===== src/rtl/hs_timeout_monitor.sv =====
// hs_timeout_monitor
//  Passive multi-channel req/ack handshake observer. Every channel runs its
//  own IDLE/WAIT/REL tracker. For each channel it measures the req->ack
//  latency, flags a timeout when the latency goes past TIMEOUT, and flags an
//  abort when req drops before ack arrives. Timeouts and aborts set a sticky
//  error bit.
//  Optional build macro: HS_MON_SVA_EN adds embedded protocol assertions.
//  With the macro undefined, no assertion code is compiled and the logic is
//  identical.
module hs_timeout_monitor #(
    parameter int CH      = 4,
    parameter int CNT_W   = 8,
    parameter int TIMEOUT = 100
) (
    input  logic                clk,
    input  logic                rst,
    input  logic [CH-1:0]       req,
    input  logic [CH-1:0]       ack,
    input  logic                clr_err,
    output logic [CH-1:0]       busy,
    output logic [CH-1:0]       done,
    output logic [CH-1:0]       timeout,
    output logic [CH-1:0]       err_sticky,
    output logic [CH*CNT_W-1:0] lat_o,
    output logic                any_err
);

    typedef enum logic [1:0] {
        ST_IDLE = 2'd0,
        ST_WAIT = 2'd1,
        ST_REL  = 2'd2
    } state_t;

    // TIMEOUT <= 2**CNT_W-1 keeps the counter from wrapping before the compare hits
    localparam logic [CNT_W-1:0] TMO_C = CNT_W'(TIMEOUT);
    localparam logic [CNT_W-1:0] ONE_C = CNT_W'(1);

    genvar gi;
    generate
        for (gi = 0; gi < CH; gi++) begin : g_ch
            state_t           state_r;
            state_t           state_nxt_s;
            logic [CNT_W-1:0] cnt_r;
            logic [CNT_W-1:0] cnt_nxt_s;
            logic             done_s;
            logic             tmo_s;
            logic             err_set_s;
            logic             lat_upd_s;
            logic [CNT_W-1:0] lat_val_s;
            logic             busy_r;
            logic             done_r;
            logic             tmo_r;
            logic             err_r;
            logic [CNT_W-1:0] lat_r;

            // Next-state and event decode for one channel; WAIT priority is ack > abort > timeout
            always_comb begin
                state_nxt_s = state_r;
                cnt_nxt_s   = cnt_r;
                done_s      = 1'b0;
                tmo_s       = 1'b0;
                err_set_s   = 1'b0;
                lat_upd_s   = 1'b0;
                lat_val_s   = '0;
                case (state_r)
                    ST_IDLE: begin
                        if (req[gi] && ack[gi]) begin
                            done_s      = 1'b1;
                            lat_upd_s   = 1'b1;
                            lat_val_s   = '0;
                            cnt_nxt_s   = '0;
                            state_nxt_s = ST_REL;
                        end else if (req[gi]) begin
                            cnt_nxt_s   = ONE_C;
                            state_nxt_s = ST_WAIT;
                        end else begin
                            cnt_nxt_s   = '0;
                            state_nxt_s = ST_IDLE;
                        end
                    end
                    ST_WAIT: begin
                        if (ack[gi]) begin
                            done_s      = 1'b1;
                            lat_upd_s   = 1'b1;
                            lat_val_s   = cnt_r;
                            cnt_nxt_s   = '0;
                            state_nxt_s = ST_REL;
                        end else if (!req[gi]) begin
                            err_set_s   = 1'b1;
                            cnt_nxt_s   = '0;
                            state_nxt_s = ST_IDLE;
                        end else if (cnt_r == TMO_C) begin
                            tmo_s       = 1'b1;
                            err_set_s   = 1'b1;
                            cnt_nxt_s   = '0;
                            state_nxt_s = ST_REL;
                        end else begin
                            cnt_nxt_s   = cnt_r + ONE_C;
                            state_nxt_s = ST_WAIT;
                        end
                    end
                    ST_REL: begin
                        if (!req[gi]) begin
                            state_nxt_s = ST_IDLE;
                        end else begin
                            state_nxt_s = ST_REL;
                        end
                    end
                    default: begin
                        cnt_nxt_s   = '0;
                        state_nxt_s = ST_IDLE;
                    end
                endcase
            end

            // Channel state, counter and registered status outputs
            always_ff @(posedge clk) begin
                if (rst) begin
                    state_r <= ST_IDLE;
                    cnt_r   <= '0;
                    busy_r  <= 1'b0;
                    done_r  <= 1'b0;
                    tmo_r   <= 1'b0;
                    err_r   <= 1'b0;
                    lat_r   <= '0;
                end else begin
                    state_r <= state_nxt_s;
                    cnt_r   <= cnt_nxt_s;
                    busy_r  <= (state_nxt_s != ST_IDLE);
                    done_r  <= done_s;
                    tmo_r   <= tmo_s;
                    if (err_set_s) begin
                        err_r <= 1'b1;
                    end else if (clr_err) begin
                        err_r <= 1'b0;
                    end else begin
                        err_r <= err_r;
                    end
                    if (lat_upd_s) begin
                        lat_r <= lat_val_s;
                    end else begin
                        lat_r <= lat_r;
                    end
                end
            end

            assign busy[gi]                   = busy_r;
            assign done[gi]                   = done_r;
            assign timeout[gi]                = tmo_r;
            assign err_sticky[gi]             = err_r;
            assign lat_o[gi*CNT_W +: CNT_W]   = lat_r;
        end
    endgenerate

    assign any_err = |err_sticky;

`ifdef HS_MON_SVA_EN
    
    
    

    for (genvar ai = 0; ai < CH; ai++) begin : g_sva
        
        
        
        
    end
`endif

endmodule

===== config.mk =====
export PLATFORM = sky130hd
export DESIGN_NAME = hs_timeout_monitor
export DESIGN_NICKNAME = d
export VERILOG_FILES = /design/src/rtl/hs_timeout_monitor.sv
export SDC_FILE = /design/constraint.sdc
export NUM_CORES = 1
export LEC_CHECK = 0
export BUFFER_PORTS_ARGS = -buffer_cell sky130_fd_sc_hd__buf_2
export CAP_MARGIN = 20
export CORE_MARGIN = 5
export CORE_UTILIZATION = 57
export CTS_BUF_LIST = sky130_fd_sc_hd__clkbuf_16
export CTS_CLUSTER_DIAMETER = 120
export DETAILED_ROUTE_END_ITERATION = 16
export GPL_ROUTABILITY_DRIVEN = 1
export PLACE_DENSITY_LB_ADDON = 0.25
export SYNTH_ARGS = -nofsm -noshare
export SYNTH_HDL_FRONTEND = slang
export SYNTH_SLANG_ARGS = --single-unit

===== constraint.sdc =====
create_clock -name clk -period 1.8 [get_ports clk]
set_input_delay 0.18 -clock clk [delete_from_list [all_inputs] [get_ports clk]]
set_output_delay 0.18 -clock clk [all_outputs]
set_load 0.005 [all_outputs]

# Word-level counts from Yosys, hierarchy flattened
# Cells that the tools add are included.
[totals] regBits=88 latchBits=0 ram_bits=0 rom_bits=0 input_bits=11 wordCells=166 n_memories=0
[op_classes] addsub=4 n_mul=0 n_div=0 magnitude_cmp=0 eq_ne=12 shifts=0 mux=93 bitwise=8 reduce_logical=21
[ops] cell="8-bit 2-to-1 mux" count=20
[ops] cell="8-bit case mux with 3 select lines" count=4
[ops] cell="1-bit 2-to-1 mux" count=41
[ops] cell="2-bit 2-to-1 mux" count=20
[ops] cell="8-bit by 1-bit adder with 8-bit output, second input constant" count=4
[ops] cell="8-bit by 7-bit == test with 1-bit output, second input constant" count=4
[ops] cell="2-bit case mux with 3 select lines" count=4
[ops] cell="4-bit OR reduction" count=5
[ops] cell="2-bit nonzero test" count=8
[ops] cell="2-bit by 1-bit == test with 1-bit output, second input constant" count=4
[ops] cell="2-bit == test, second input constant" count=4
[ops] cell="2-bit logical NOT" count=4
[ops] cell="1-bit inverter" count=8
[ops] cell="1-bit case mux with 2 select lines" count=4
[ops] cell="1-bit logical AND" count=4

# Logic depth before layout (Yosys ltp)
[logic_depth] depth_word=6 depth_mapped=7

# Worst setup path after synthesis
# OpenSTA, ideal clock, no wires.
[synth_timing] kind="register to register" start="reg g_ch[2].cnt_r[0]" end="reg g_ch[2].cnt_r[5]" setup_time_ns=0.065 t_arrival_ns=1.447 required_time_ns=1.735 path_slack_ns=0.288 stages_incl_launch_ff=7 path_buffers=0 cell_sequence="dfxtp_1 > inv_1 > ha_1 > and4_1 > a211oi_2 > a31oi_1 > nor2_1"
[synth_via] elab_chain_len=5 word_cells_on_any_way=6 cone_classes="1 x add/sub; 1 x eq/ne; 4 x mux"
[synth_rtl] element="start: declaration" line="43" text="logic [CNT_W-1:0] cnt_r;"
[synth_rtl] element="start signal: assignment" line="128" text="cnt_r <= cnt_nxt_s;"
[synth_rtl] element="8-bit by 1-bit adder with 8-bit output or 8-bit by 7-bit == test with 1-bit output (tied branches)" line="98, 92"
[synth_rtl] element="8-bit 2-to-1 mux *" line="92" text="end else if (cnt_r == TMO_C) begin"
[synth_rtl] element="8-bit 2-to-1 mux *" line="88" text="end else if (!req[gi]) begin"
[synth_rtl] element="8-bit 2-to-1 mux *" line="82" text="if (ack[gi]) begin"
[synth_rtl] element="8-bit case mux with 3 select lines *" line="65" text="case (state_r)"
# Mark *: on every way between the ends. The rest lies on a longest branch, timed or not.
# A chain may end at the register's enable or synchronous reset.

# Worst setup path in the final report
[layout_timing] start="reg g_ch[0].cnt_r[0]" end="reg g_ch[0].cnt_r[3]"
[layout_via] elab_chain_len=5 word_cells_on_any_way=6 cone_classes="1 x add/sub; 1 x eq/ne; 4 x mux"
[layout_rtl] element="start: declaration" line="43"
[layout_rtl] element="start signal: assignment" line="128"
[layout_rtl] element="8-bit by 1-bit adder with 8-bit output or 8-bit by 7-bit == test with 1-bit output (tied branches)" line="98, 92"
[layout_rtl] element="8-bit 2-to-1 mux *" line="92"
[layout_rtl] element="8-bit 2-to-1 mux *" line="88"
[layout_rtl] element="8-bit 2-to-1 mux *" line="82"
[layout_rtl] element="8-bit case mux with 3 select lines *" line="65"
# Marked as above.

==> impl_metrics.prom <==
# TYPE chip_impl_metric gauge
chip_impl_info{name="status",value="completed"} 1
chip_impl_info{name="worstHoldEndpoint",value="g_ch[3].err_r"} 1
chip_impl_metric{name="final_period_minus_worst_setup_slack",unit="ns"} 1.69
chip_impl_metric{name="tightestPinTransition",unit="ns"} 0.618
chip_impl_metric{name="worst_path_clk_slew",unit="ns"} 0.06
chip_impl_metric{name="grt_first_pass_wirelength",unit="mm"} 14.7
chip_impl_metric{name="synthesis.nets",unit=""} 470
chip_impl_metric{name="routed-wl-met3",unit="um"} 453
chip_impl_metric{name="yosys.cell_types.count",unit=""} 57
chip_impl_metric{name="hold-path-cell-count",unit=""} 3
chip_impl_metric{name="r2r_setup_slack",unit="ns"} 0.11
chip_impl_metric{name="top_level_ports",unit=""} 60
chip_impl_metric{name="die_span_x",unit="um"} 94.0
chip_impl_info{name="worst_hold_path_type",value="input port to flip-flop"} 1
chip_impl_metric{name="final_util",unit="%"} 66.8
chip_impl_metric{name="starting_density_of_the_core",unit="%"} 58.8
chip_impl_metric{name="achievable-frequency",unit="GHz"} 0.593
chip_impl_info{name="synthFlopType",value="sky130_fd_sc_hd__dfxtp_1"} 1
chip_impl_metric{name="synth_enable_flop_cells",unit=""} 0
chip_impl_info{name="setup_repair_after_global_routing_missed_its_margin",value="no"} 1
chip_impl_metric{name="seq_area",unit="um2"} 1760
chip_impl_metric{name="antenna_left",unit=""} 0
chip_impl_metric{name="hpwl_reported_at_the_end_of_detailed_placement",unit="mm"} 6.33
chip_impl_metric{name="route.vias.total",unit=""} 3446
chip_impl_metric{name="placementRows",unit=""} 30
chip_impl_metric{name="coreArea",unit="um2"} 6830
chip_impl_info{name="clock_tree.root_cell",value="sky130_fd_sc_hd__clkbuf_16"} 1
chip_impl_metric{name="worst-endpoint-arrival",unit="ns"} 1.95
chip_impl_metric{name="route.met2.wl",unit="mm"} 4.32
chip_impl_info{name="routed.top_layer",value="met4"} 1
chip_impl_metric{name="vias_per_cell",unit=""} 5.75
chip_impl_metric{name="multiInputGateArea",unit="um2"} 1920
chip_impl_info{name="tritoncts",value="built"} 1
chip_impl_metric{name="avgRoutedWirePerCell",unit="um"} 14.9
chip_impl_metric{name="dp.cells",unit=""} 583
chip_impl_metric{name="drt_pre_antenna_iters",unit=""} 5
chip_impl_metric{name="setup_total_negative_slack",unit="ns"} 0
chip_impl_info{name="critical_path.endpoint_type",value="flip-flop"} 1
chip_impl_metric{name="fp.dieH",unit="um"} 94.0
chip_impl_metric{name="insertion_delay",unit="ns"} 0.33
chip_impl_metric{name="setup_viol_count_final",unit=""} 0
chip_impl_metric{name="wl_met1",unit="mm"} 3.98
chip_impl_metric{name="synth.yosys.seq_area_share",unit="%"} 43.8
chip_impl_metric{name="synthesis.yosys.warnings",unit=""} 0
chip_impl_metric{name="fill_cells",unit=""} 608
chip_impl_metric{name="die-area",unit="um2"} 8830
chip_impl_metric{name="nNetsFinal",unit=""} 519
chip_impl_metric{name="max_cap_viols",unit=""} 0
chip_impl_metric{name="ctsHtreeMaxLevel",unit=""} 3
chip_impl_metric{name="syn-instance-count",unit=""} 451
chip_impl_metric{name="timing.final.max_slew_violations",unit=""} 0
chip_impl_metric{name="drc",unit=""} 0
chip_impl_metric{name="gp_congestion",unit=""} 0.845
chip_impl_metric{name="diodes",unit=""} 0
chip_impl_metric{name="layout_worst_path_cycle_share",unit="%"} 93.7
chip_impl_info{name="worst_r2r_endpoint",value="g_ch[0].cnt_r[3]"} 1
chip_impl_metric{name="synth-async-reset-ratio",unit="%"} 0
chip_impl_metric{name="critical_path.max_fanout",unit=""} 7
chip_impl_metric{name="finish.cell_count_without_fillers",unit=""} 599
chip_impl_metric{name="hold_violations",unit=""} 0
chip_impl_metric{name="dp_slack",unit="ns"} 0.120
chip_impl_metric{name="clock-skew-final",unit="ns"} 0.00383
chip_impl_metric{name="gr-usage-all-layers",unit="%"} 20.7
chip_impl_metric{name="post_synthesis_sequential_element_count",unit=""} 88
chip_impl_metric{name="overflow",unit=""} 0
chip_impl_metric{name="leakage",unit="nW"} 1.85
chip_impl_info{name="hp-start",value="clr_err"} 1
chip_impl_metric{name="cts-buffers-inserted",unit=""} 9
chip_impl_metric{name="synth_area",unit="um2"} 4020
chip_impl_metric{name="max_slew_headroom",unit="%"} 58.6
chip_impl_metric{name="cp.required",unit="ns"} 2.06
chip_impl_metric{name="ff2ff_path_depth",unit=""} 7
chip_impl_metric{name="postSynthAreaPerCell",unit="um2"} 8.91
chip_impl_metric{name="cts.sinks",unit=""} 88
chip_impl_metric{name="cellPowerDensity",unit="nW/um2"} 846
chip_impl_metric{name="layout_setup_ws",unit="ns"} 0.113
chip_impl_metric{name="layout-area-overhead-vs-synth",unit="%"} 13.6
chip_impl_metric{name="detailed_router_s_first_iteration_violation_count",unit=""} 112
chip_impl_metric{name="detail_route.wirelength",unit="mm"} 8.94
chip_impl_metric{name="report.power.total",unit="mW"} 3.86
chip_impl_metric{name="vdd_drop_max",unit="mV"} 0.606
chip_impl_info{name="r2r-start",value="g_ch[0].cnt_r[0]"} 1
chip_impl_metric{name="place.port_buffers",unit=""} 59
chip_impl_info{name="critical_path.startpoint_type",value="flip-flop"} 1
chip_impl_metric{name="grt_antenna_before_repair",unit=""} 0
chip_impl_info{name="critPathKind",value="flip-flop to flip-flop"} 1
chip_impl_metric{name="number_of_buffers_on_the_longest_clock_path",unit=""} 2
chip_impl_metric{name="grt_max_degree",unit=""} 19
chip_impl_metric{name="cts_hold_buffers",unit=""} 0
chip_impl_metric{name="post_route_cells_drive_above_1_share",unit="%"} 20.1
chip_impl_metric{name="via_count_of_the_first_global_routing_pass",unit=""} 3204
[layer usage]
metal	up-vias	track usage, %
li1	1694	-
met1	1642	25.3
met2	89	35.4
met3	21	4.25
met4	0	8.66
met5	-	0
[cell type report]
class	count	share of cell area, %
well taps	96	2.63
repair buffers	75	9.10
flip-flops and latches	88	38.6
inverters	25	2.05
clock buffers	9	4.93
multi-input cells	301	42.1
clock inverters	5	0.575
[state kept, by name (all words and copies together), names as in the netlist]
name / flops
g_ch.busy_r: 4
g_ch.cnt_r: 32
g_ch.done_r: 4
g_ch.err_r: 4
g_ch.lat_r: 32
g_ch.state_r: 8
g_ch.tmo_r: 4
[worst max path at each step]
| stage | from | end | slack, ns | cells after the start |
|---|---|---|---|---|
| final | g_ch[0].cnt_r[0] | g_ch[0].cnt_r[3] | 0.11 | 7 |
| after floorplan | g_ch[2].cnt_r[0] | g_ch[2].cnt_r[5] | 0.29 | 6 |
| after global routing | g_ch[0].cnt_r[0] | g_ch[0].cnt_r[5] | 0.01 | 6 |
| after detailed placement | g_ch[2].cnt_r[0] | g_ch[2].cnt_r[5] | 0.12 | 6 |
| after global placement | g_ch[2].cnt_r[0] | g_ch[2].cnt_r[5] | 0.18 | 6 |
| after CTS | g_ch[2].cnt_r[0] | g_ch[2].cnt_r[5] | 0.09 | 6 |
[placed cells by master (no fill, tap or decap), types with 3 or more instances in the layout]
cell,n
sky130_fd_sc_hd__clkinv_2,3
sky130_fd_sc_hd__nand3_1,13
sky130_fd_sc_hd__nand4_1,3
sky130_fd_sc_hd__and3_1,7
sky130_fd_sc_hd__nor2_1,57
sky130_fd_sc_hd__clkbuf_16,9
sky130_fd_sc_hd__a211oi_1,5
sky130_fd_sc_hd__o21ai_0,13
sky130_fd_sc_hd__o211ai_1,4
sky130_fd_sc_hd__xnor2_1,4
sky130_fd_sc_hd__a311oi_1,4
sky130_fd_sc_hd__a211o_1,4
sky130_fd_sc_hd__a22o_1,13
sky130_fd_sc_hd__inv_1,25
sky130_fd_sc_hd__nor2b_1,6
sky130_fd_sc_hd__nand2b_1,14
sky130_fd_sc_hd__nor3_1,6
sky130_fd_sc_hd__nand4bb_1,3
sky130_fd_sc_hd__ha_1,8
sky130_fd_sc_hd__nand2_1,24
sky130_fd_sc_hd__a21oi_1,33
sky130_fd_sc_hd__a22oi_1,27
sky130_fd_sc_hd__buf_2,59
sky130_fd_sc_hd__and2_1,6
sky130_fd_sc_hd__dfxtp_1,88
sky130_fd_sc_hd__buf_4,16
sky130_fd_sc_hd__a31oi_1,8
sky130_fd_sc_hd__and4bb_4,3
[cells in the mapped netlist (2+ instances only)]
library cell	count	area (um2)
sky130_fd_sc_hd__a211o_1	4	35.0
sky130_fd_sc_hd__a211oi_1	5	37.5
sky130_fd_sc_hd__a211oi_2	2	25.0
sky130_fd_sc_hd__a21oi_1	33	165
sky130_fd_sc_hd__a22o_1	13	114
sky130_fd_sc_hd__a22oi_1	27	203
sky130_fd_sc_hd__a2bb2oi_1	2	17.5
sky130_fd_sc_hd__a311oi_1	4	35.0
sky130_fd_sc_hd__a31oi_1	8	50.1
sky130_fd_sc_hd__a41oi_1	2	17.5
sky130_fd_sc_hd__and2_1	6	37.5
sky130_fd_sc_hd__and3_1	7	43.8
sky130_fd_sc_hd__and3b_1	2	17.5
sky130_fd_sc_hd__and4_1	2	17.5
sky130_fd_sc_hd__and4bb_4	3	48.8
sky130_fd_sc_hd__buf_1	2	7.51
sky130_fd_sc_hd__buf_2	11	55.1
sky130_fd_sc_hd__buf_4	19	143
sky130_fd_sc_hd__buf_6	3	33.8
sky130_fd_sc_hd__dfxtp_1	88	1760
sky130_fd_sc_hd__ha_1	8	100
sky130_fd_sc_hd__inv_1	25	93.8
sky130_fd_sc_hd__nand2_1	24	90.1
sky130_fd_sc_hd__nand2b_1	14	87.6
sky130_fd_sc_hd__nand3_1	13	65.1
sky130_fd_sc_hd__nand4_1	3	18.8
sky130_fd_sc_hd__nand4bb_1	3	33.8
sky130_fd_sc_hd__nor2_1	57	214
sky130_fd_sc_hd__nor2b_1	6	37.5
sky130_fd_sc_hd__nor3_1	6	30.0
sky130_fd_sc_hd__o211ai_1	4	30.0
sky130_fd_sc_hd__o21a_1	2	15.0
sky130_fd_sc_hd__o21ai_0	13	65.1
sky130_fd_sc_hd__or3b_2	2	17.5
sky130_fd_sc_hd__or4_1	2	15.0
sky130_fd_sc_hd__xnor2_1	4	35.0
sky130_fd_sc_hd__xor2_1	2	17.5
[cells by family (layout without fill, tap and decap cells)]
kind of cell    Yosys count  after routing  synth area share (%)
compound gates          127            127                  22.0
xor+xnor                  6              6                  1.31
fa+ha+maj                 8              8                  2.49
buf+inv                  62            114                  8.50
flops                    88             88                  43.8
mux                       1              1                 0.249
simple gates            159            159                  21.7
[worst max-delay path, stage by stage (launching register included)]
cell                       delay [ns]
sky130_fd_sc_hd__dfxtp_1         0.44
sky130_fd_sc_hd__inv_1           0.08
sky130_fd_sc_hd__ha_1            0.20
sky130_fd_sc_hd__and4bb_4        0.21
sky130_fd_sc_hd__a211oi_4        0.32
sky130_fd_sc_hd__buf_4           0.18
sky130_fd_sc_hd__a21oi_1         0.05
sky130_fd_sc_hd__o21ai_0         0.14
[where the power goes]
part           switching, mW  internal (mW)
logic                  0.140         0.0903
clock network          0.718          0.906
registers             0.0317           1.98
total                  0.890           2.97
[stage by stage]
step           instance area (um2)  hold WS, ns
3_3_place_gp                  4290        0.456
3_5_place_dp                  4290        0.464
2_1_floorplan                 4020        0.268
5_1_grt                       4570        0.160
4_1_cts                       4540        0.155
6_report                      4570        0.151
[what timing repair did]
item / in CTS / in global routing
resized for setup: 0 / 1
setup endpoints to repair: 0 / 4
buffers inserted: 0 / 2
No activity file was read; power rests on OpenSTA's default activity.
